File: config.mk
export PLATFORM = sky130hd
export DESIGN_NAME = des_dec_arbiter
export DESIGN_NICKNAME = d
export VERILOG_FILES = /design/src/rtl/des_pkg.sv /design/src/rtl/des_rr_arbiter.sv /design/src/rtl/des_dec_arbiter.sv
export SDC_FILE = /design/constraint.sdc
export NUM_CORES = 1
export LEC_CHECK = 0
export ABC_CLOCK_PERIOD_IN_PS = 3350
export CAP_MARGIN = 20
export CELL_PAD_IN_SITES_DETAIL_PLACEMENT = 1
export CELL_PAD_IN_SITES_GLOBAL_PLACEMENT = 1
export CORE_AREA = 2 2 217 219
export CTS_CLUSTER_DIAMETER = 30
export CTS_CLUSTER_SIZE = 14
export DETAILED_ROUTE_END_ITERATION = 16
export DIE_AREA = 0 0 219 221
export HOLD_SLACK_MARGIN = 0.05
export PLACE_DENSITY = 0.67
export SLEW_MARGIN = 5
export SYNTH_ARGS = -nofsm -noshare
export SYNTH_HDL_FRONTEND = slang
export SYNTH_SLANG_ARGS = --single-unit
File: constraint.sdc
create_clock -name clk -period 3.35 [get_ports clk]
set_input_delay 0.5025 -clock clk [delete_from_list [all_inputs] [get_ports clk]]
set_output_delay 0.5025 -clock clk [all_outputs]
set_load 0.05 [all_outputs]
File: src/rtl/des_pkg.sv
// rtl/des_pkg.sv - shared DES block types, arbiter states and known-answer vector
// Imported by the decrypt arbiter and its round-robin selector.
package des_pkg;

  localparam int DES_BLOCK_W = 64;

  typedef logic [DES_BLOCK_W-1:0] des_block_t;

  typedef enum logic [1:0] {
    RUN   = 2'd0,
    DRAIN = 2'd1,
    HELD  = 2'd2
  } arb_state_e;

  localparam des_block_t KAT_KEY    = 64'h1334_5779_9BBC_DFF1;
  localparam des_block_t KAT_CIPHER = 64'h85E8_1354_0F0A_B405;
  localparam des_block_t KAT_PLAIN  = 64'h0123_4567_89AB_CDEF;

endpackage

File: src/rtl/des_rr_arbiter.sv
// rtl/des_rr_arbiter.sv - combinational round-robin winner select
// Searches req from last+1 upward, wrapping; grant is one-hot and gated by enable.
module des_rr_arbiter #(
  parameter int NUM_REQ = 2
) (
  input  logic [NUM_REQ-1:0]         req,
  input  logic [$clog2(NUM_REQ)-1:0] last,
  input  logic                       enable,
  output logic [NUM_REQ-1:0]         grant,
  output logic [$clog2(NUM_REQ)-1:0] index
);

  localparam int IDX_W = $clog2(NUM_REQ);

  logic             w_hit;
  logic [IDX_W-1:0] w_pos;

  always_comb begin
    grant = '0;
    index = '0;
    w_hit = 1'b0;
    w_pos = '0;
    for (int off = 1; off <= NUM_REQ; off++) begin
      w_pos = IDX_W'((int'(last) + off) % NUM_REQ);
      if (!w_hit && req[w_pos]) begin
        w_hit        = 1'b1;
        index        = w_pos;
        grant[w_pos] = enable;
      end
    end
  end

endmodule

File: src/rtl/des_dec_arbiter.sv
// rtl/des_dec_arbiter.sv - round-robin share of one pipelined DES decrypt core
// Optional per-requester grant counters under DES_ARB_PERF_EN.
module des_dec_arbiter
  import des_pkg::*;
#(
  parameter int NUM_REQ  = 2,
  parameter int CORE_LAT = 16
) (
  input  logic                           clk,
  input  logic                           reset,
  input  logic [NUM_REQ-1:0]             req_valid,
  output logic [NUM_REQ-1:0]             req_ready,
  input  logic [NUM_REQ*DES_BLOCK_W-1:0] req_key,
  input  logic [NUM_REQ*DES_BLOCK_W-1:0] req_cipher,
  output des_block_t                     core_key,
  output des_block_t                     core_cipher,
  input  des_block_t                     core_decrypt,
  output logic [NUM_REQ-1:0]             rsp_valid,
  output des_block_t                     rsp_data,
  input  logic                           quiesce_req,
  output logic                           quiesce_ack,
  output logic [NUM_REQ*16-1:0]          perf_grants
);

  localparam int IDX_W = $clog2(NUM_REQ);
  localparam int CNT_W = $clog2(CORE_LAT + 2);

  arb_state_e         r_state, w_state_nxt;
  logic [IDX_W-1:0]   r_rr_last, w_win_idx;
  logic [NUM_REQ-1:0] w_grant;
  logic               w_enable, w_accept, w_retire;
  logic [CORE_LAT:0]  r_tag_vld;
  logic [IDX_W-1:0]   r_tag_idx [CORE_LAT+1];
  logic [CNT_W-1:0]   r_inflight;
  des_block_t         r_core_key, r_core_cipher, r_rsp_data;
  des_block_t         w_sel_key, w_sel_cipher;
  logic [NUM_REQ-1:0] r_rsp_valid;

  assign w_enable  = (r_state == RUN) && !quiesce_req;
  assign w_accept  = |(req_valid & w_grant);
  assign w_retire  = r_tag_vld[CORE_LAT];
  assign req_ready = w_grant;

  assign core_key    = r_core_key;
  assign core_cipher = r_core_cipher;
  assign rsp_valid   = r_rsp_valid;
  assign rsp_data    = r_rsp_data;

  des_rr_arbiter #(.NUM_REQ(NUM_REQ)) u_rr (
    .req    (req_valid),
    .last   (r_rr_last),
    .enable (w_enable),
    .grant  (w_grant),
    .index  (w_win_idx)
  );

  always_comb begin
    w_sel_key    = '0;
    w_sel_cipher = '0;
    for (int i = 0; i < NUM_REQ; i++) begin
      if (w_win_idx == IDX_W'(i)) begin
        w_sel_key    = req_key[i*DES_BLOCK_W +: DES_BLOCK_W];
        w_sel_cipher = req_cipher[i*DES_BLOCK_W +: DES_BLOCK_W];
      end
    end
  end

  always_ff @(posedge clk) begin
    if (reset) begin
      r_rr_last     <= IDX_W'(NUM_REQ - 1);
      r_tag_vld     <= '0;
      r_inflight    <= '0;
      r_core_key    <= '0;
      r_core_cipher <= '0;
      r_rsp_valid   <= '0;
      r_rsp_data    <= '0;
    end else begin
      r_tag_vld   <= {r_tag_vld[CORE_LAT-1:0], w_accept};
      r_rsp_valid <= '0;
      if (w_retire) begin
        r_rsp_valid[r_tag_idx[CORE_LAT]] <= 1'b1;
        r_rsp_data                       <= core_decrypt;
      end
      if (w_accept) begin
        r_rr_last     <= w_win_idx;
        r_core_key    <= w_sel_key;
        r_core_cipher <= w_sel_cipher;
      end
      case ({w_accept, w_retire})
        2'b10:   r_inflight <= r_inflight + CNT_W'(1);
        2'b01:   r_inflight <= r_inflight - CNT_W'(1);
        default: r_inflight <= r_inflight;
      endcase
    end
  end

  // Owner indices travel alongside the valid bits; only the valid bits need reset.
  always_ff @(posedge clk) begin
    r_tag_idx[0] <= w_win_idx;
    for (int k = 1; k <= CORE_LAT; k++) begin
      r_tag_idx[k] <= r_tag_idx[k-1];
    end
  end

  always_ff @(posedge clk) begin
    if (reset) begin
      r_state <= RUN;
    end else begin
      r_state <= w_state_nxt;
    end
  end

  always_comb begin
    w_state_nxt = r_state;
    quiesce_ack = 1'b0;
    case (r_state)
      RUN: begin
        if (quiesce_req) w_state_nxt = DRAIN;
      end
      DRAIN: begin
        if (!quiesce_req)            w_state_nxt = RUN;
        else if (r_inflight == '0)   w_state_nxt = HELD;
      end
      HELD: begin
        quiesce_ack = 1'b1;
        if (!quiesce_req) w_state_nxt = RUN;
      end
      default: w_state_nxt = RUN;
    endcase
  end

`ifdef DES_ARB_PERF_EN
  logic [15:0] r_perf [NUM_REQ];

  always_ff @(posedge clk) begin
    for (int i = 0; i < NUM_REQ; i++) begin
      if (reset) begin
        r_perf[i] <= '0;
      end else if (req_valid[i] && w_grant[i] && (r_perf[i] != 16'hFFFF)) begin
        r_perf[i] <= r_perf[i] + 16'd1;
      end
    end
  end

  always_comb begin
    perf_grants = '0;
    for (int i = 0; i < NUM_REQ; i++) begin
      perf_grants[i*16 +: 16] = r_perf[i];
    end
  end
`else
  assign perf_grants = '0;
`endif

endmodule

==> impl_metrics.py <==
metrics = {
    "floorplan": {
        "core_um2": 46060,
        "dieArea_um2": 48400,
        "die_h_um": 221,
        "die-width_um": 219,
        "start_util_pct": 21.80,
        "num_rows": 79,
        "io_pins": 554,
    },
    "logic_synthesis": {
        "syn_inst": 922,
        "synthSimpleGateAreaFrac_pct": 9.644,
        "syn_avg_cell_area_um2": 10.89,
        "synth_top_family_by_area": "multiplexers",
        "async_reset_ff_share_pct": 0,
        "synth_edf_count": 0,
        "yosys_most_used_dff": "dfxtp_1",
        "ys_seq_area_share_pct": 47.05,
        "ys_ff_latch": 236,
        "synth_cell_types": 38,
        "synth-compound-area-share_pct": 15.82,
        "synthMuxAreaShare_pct": 19.24,
        "yosysWarnings": 0,
        "synth_fa_ha_area_share_pct": 0.6977,
        "synth-xor-area-share_pct": 0.1744,
        "syn-cell-area_um2": 10040,
    },
    "critical_path": {
        "cp_max_fo": 3,
        "worstPathRequired_ns": 2.85,
        "start_kind": "flip-flop",
        "cp-end-kind": "output pin",
        "rr_worst_depth": 9,
        "worstSetupStartpoint": "r_state[1]",
        "cp-endpoint": "quiesce_ack",
        "crit_type": "flip-flop to output pin",
        "rr_endpoint": "r_inflight[4]",
        "ff2ff_setup_slack_ns": 0.85,
        "arrival_ns": 2.08,
        "crit-reg2reg-launch": "r_state[1]",
    },
    "sta": {
        "rsz0062_at_grt": "false",
        "slew_headroom_pct": 28.84,
        "hold_viol_final": 0,
        "setup_tns_ns": 0,
        "setup_viol": 0,
        "clock.fmax_mhz": 387.1,
        "drv_slew": 0,
        "fin_crit_ns": 2.583,
        "max_slew.worst_pin.slew_ns": 1.067,
        "skew_ns": 0.01688,
        "post-route-period-util_pct": 77.11,
    },
    "cts": {
        "cts_buffer_depth": 3,
        "cts_tree": "yes",
        "cts_setup_buffers": 0,
        "postCtsHoldBufs": 0,
        "numCtsBuffers": 71,
        "root_buffer": "clkbuf_16",
        "cts_htree_levels": 3,
        "postCtsResizedCells": 0,
        "clkSlewWorstSetupHoldPaths_ns": 0.04,
        "cts.sinks": 236,
        "clk_latency_ns": 0.58,
    },
    "power_and_ir_drop": {
        "irDropWorstVdd_mv": 0.3360,
        "power_mw": 12.17,
        "p_leak_nw": 6.757,
        "powerDensity_nw_per_um2": 668.0,
    },
    "finish": {
        "fin_cells": 2122,
        "layout_common_cells": "clkdlybuf4s50_1, dfxtp_1, nor2_1, mux2i_1, a211oi_2",
        "fill_cells": 5045,
        "syn_to_final_growth_pct": 81.50,
        "fin_nets": 1788,
        "layout-drive-gt1-share_pct": 17.23,
        "final_common_cell": "clkdlybuf4s50_1",
        "diodes": 0,
    },
    "detailed_routing": {
        "num_vias": 8779,
        "routed_wl_um": 35850,
        "drt_drc_violations_left": 0,
        "drt-pass1-iter-count": 4,
        "avgViaCountPerCell": 4.137,
        "ant_nets": 0,
        "wl_per_cell_um": 16.89,
        "drt_iter0_drc": 224,
    },
    "global_route": {
        "grt_pass1_vias": 9474,
        "grt_pass1_wl_um": 54680,
        "grt_max_degree": 205,
        "gr-usage-all-layers_pct": 14.62,
        "grt.overflow.total": 0,
        "antenna_found_initial": 0,
    },
    "place": {
        "portBuffers": 521,
        "dpl.hpwl_um": 26430,
        "place_congestion": 0.8131,
        "dp_cells": 1992,
    },
    "status": {
        "status": "finished clean",
    },
    "min_path": {
        "hp-class": "flip-flop to flip-flop",
        "hold_depth": 0,
    },
    "job": {
        "drv_cap": 0,
    },
}
through the flow:
step	util [%]	hold slack (ns)	setup slack, ns	area, um^2
final	39.57	0.3158	0.7670	18230
after global routing	39.57	0.3265	0.6748	18230
after global placement	33.94	0.3096	0.3140	15640
after detailed placement	33.94	0.3132	0.2438	15640
after floorplan	-	0.3096	0.5408	10160
after CTS	39.57	0.3145	0.7000	18230
kinds of logic after synthesis:
kind of cell / count (synthesis)
buffers and inverters: 112
muxes: 193
and+or+nand+nor: 233
AOI/OAI and AO/OA: 140
adders and majority gates: 5
DFF: 236
other: 1
xor gates and xnor gates: 2
metal layers:
| layer | GRT usage (%) | vias up | wire length (um) |
|---|---|---|---|
| li1 | - | 4267 | - |
| met1 | 15.46 | 4133 | 13520 |
| met2 | 26.45 | 313 | 18580 |
| met3 | 4.302 | 66 | 2724 |
| met4 | 6.713 | 0 | 1020 |
| met5 | 0 | - | 0 |
critical path, stage by stage, from the launching register on:
cell,delay [ns]
dfxtp_1,0.36
inv_1,0.07
nor2_1,0.18
clkdlybuf4s50_1,0.90
cells in the mapped netlist, drive strengths merged (2+ instances only):
| cell | n | area share, % |
|---|---|---|
| nor2b | 16 | 1.0 |
| buf | 78 | 5.8 |
| a211oi | 128 | 15 |
| inv | 4 | 0.15 |
| clkbuf | 30 | 1.4 |
| nor2 | 199 | 7.4 |
| a21o | 2 | 0.15 |
| a21oi | 6 | 0.30 |
| and3b | 2 | 0.17 |
| dfxtp | 236 | 47 |
| nor3 | 2 | 0.15 |
| nand2 | 4 | 0.15 |
| ha | 4 | 0.50 |
| mux2i | 193 | 19 |
registers in the layout (all words and copies together), names as in the netlist:
name / flops
r_tag_vld: 17
rsp_valid: 2
r_tag_idx: 17
r_inflight: 5
core_key: 64
r_rr_last: 1
rsp_data: 64
core_cipher: 64
r_state: 2
how the worst min path moves through the flow:
stage | from | end | slack, ns
after detailed placement | r_tag_idx[0][14] | r_tag_idx[0][15] | 0.31
after floorplan | r_tag_idx[0][9] | r_tag_idx[0][10] | 0.31
after CTS | r_tag_idx[0][9] | r_tag_idx[0][10] | 0.31
after global routing | r_tag_idx[0][5] | r_tag_idx[0][6] | 0.33
after global placement | r_tag_idx[0][15] | r_tag_idx[0][16] | 0.31
final | r_tag_idx[0][13] | r_tag_idx[0][14] | 0.32
power by group:
group,internal [mW],switching [mW]
logic,0.824,1.14
registers,2.99,0.0817
clock network,5.17,1.97
area by class of cell:
type	count	area (um^2)	share of cell area, %
clock buffers	89	1986	10.89
multi-input cells	605	4712	25.85
inverters	4	15.01	0.08238
clock inverters	41	605.6	3.323
flip-flops and latches	236	4728	25.94
well taps	607	759.5	4.167
repair buffers	540	5420	29.74
Note: power is estimated with default switching activity, not from simulation.
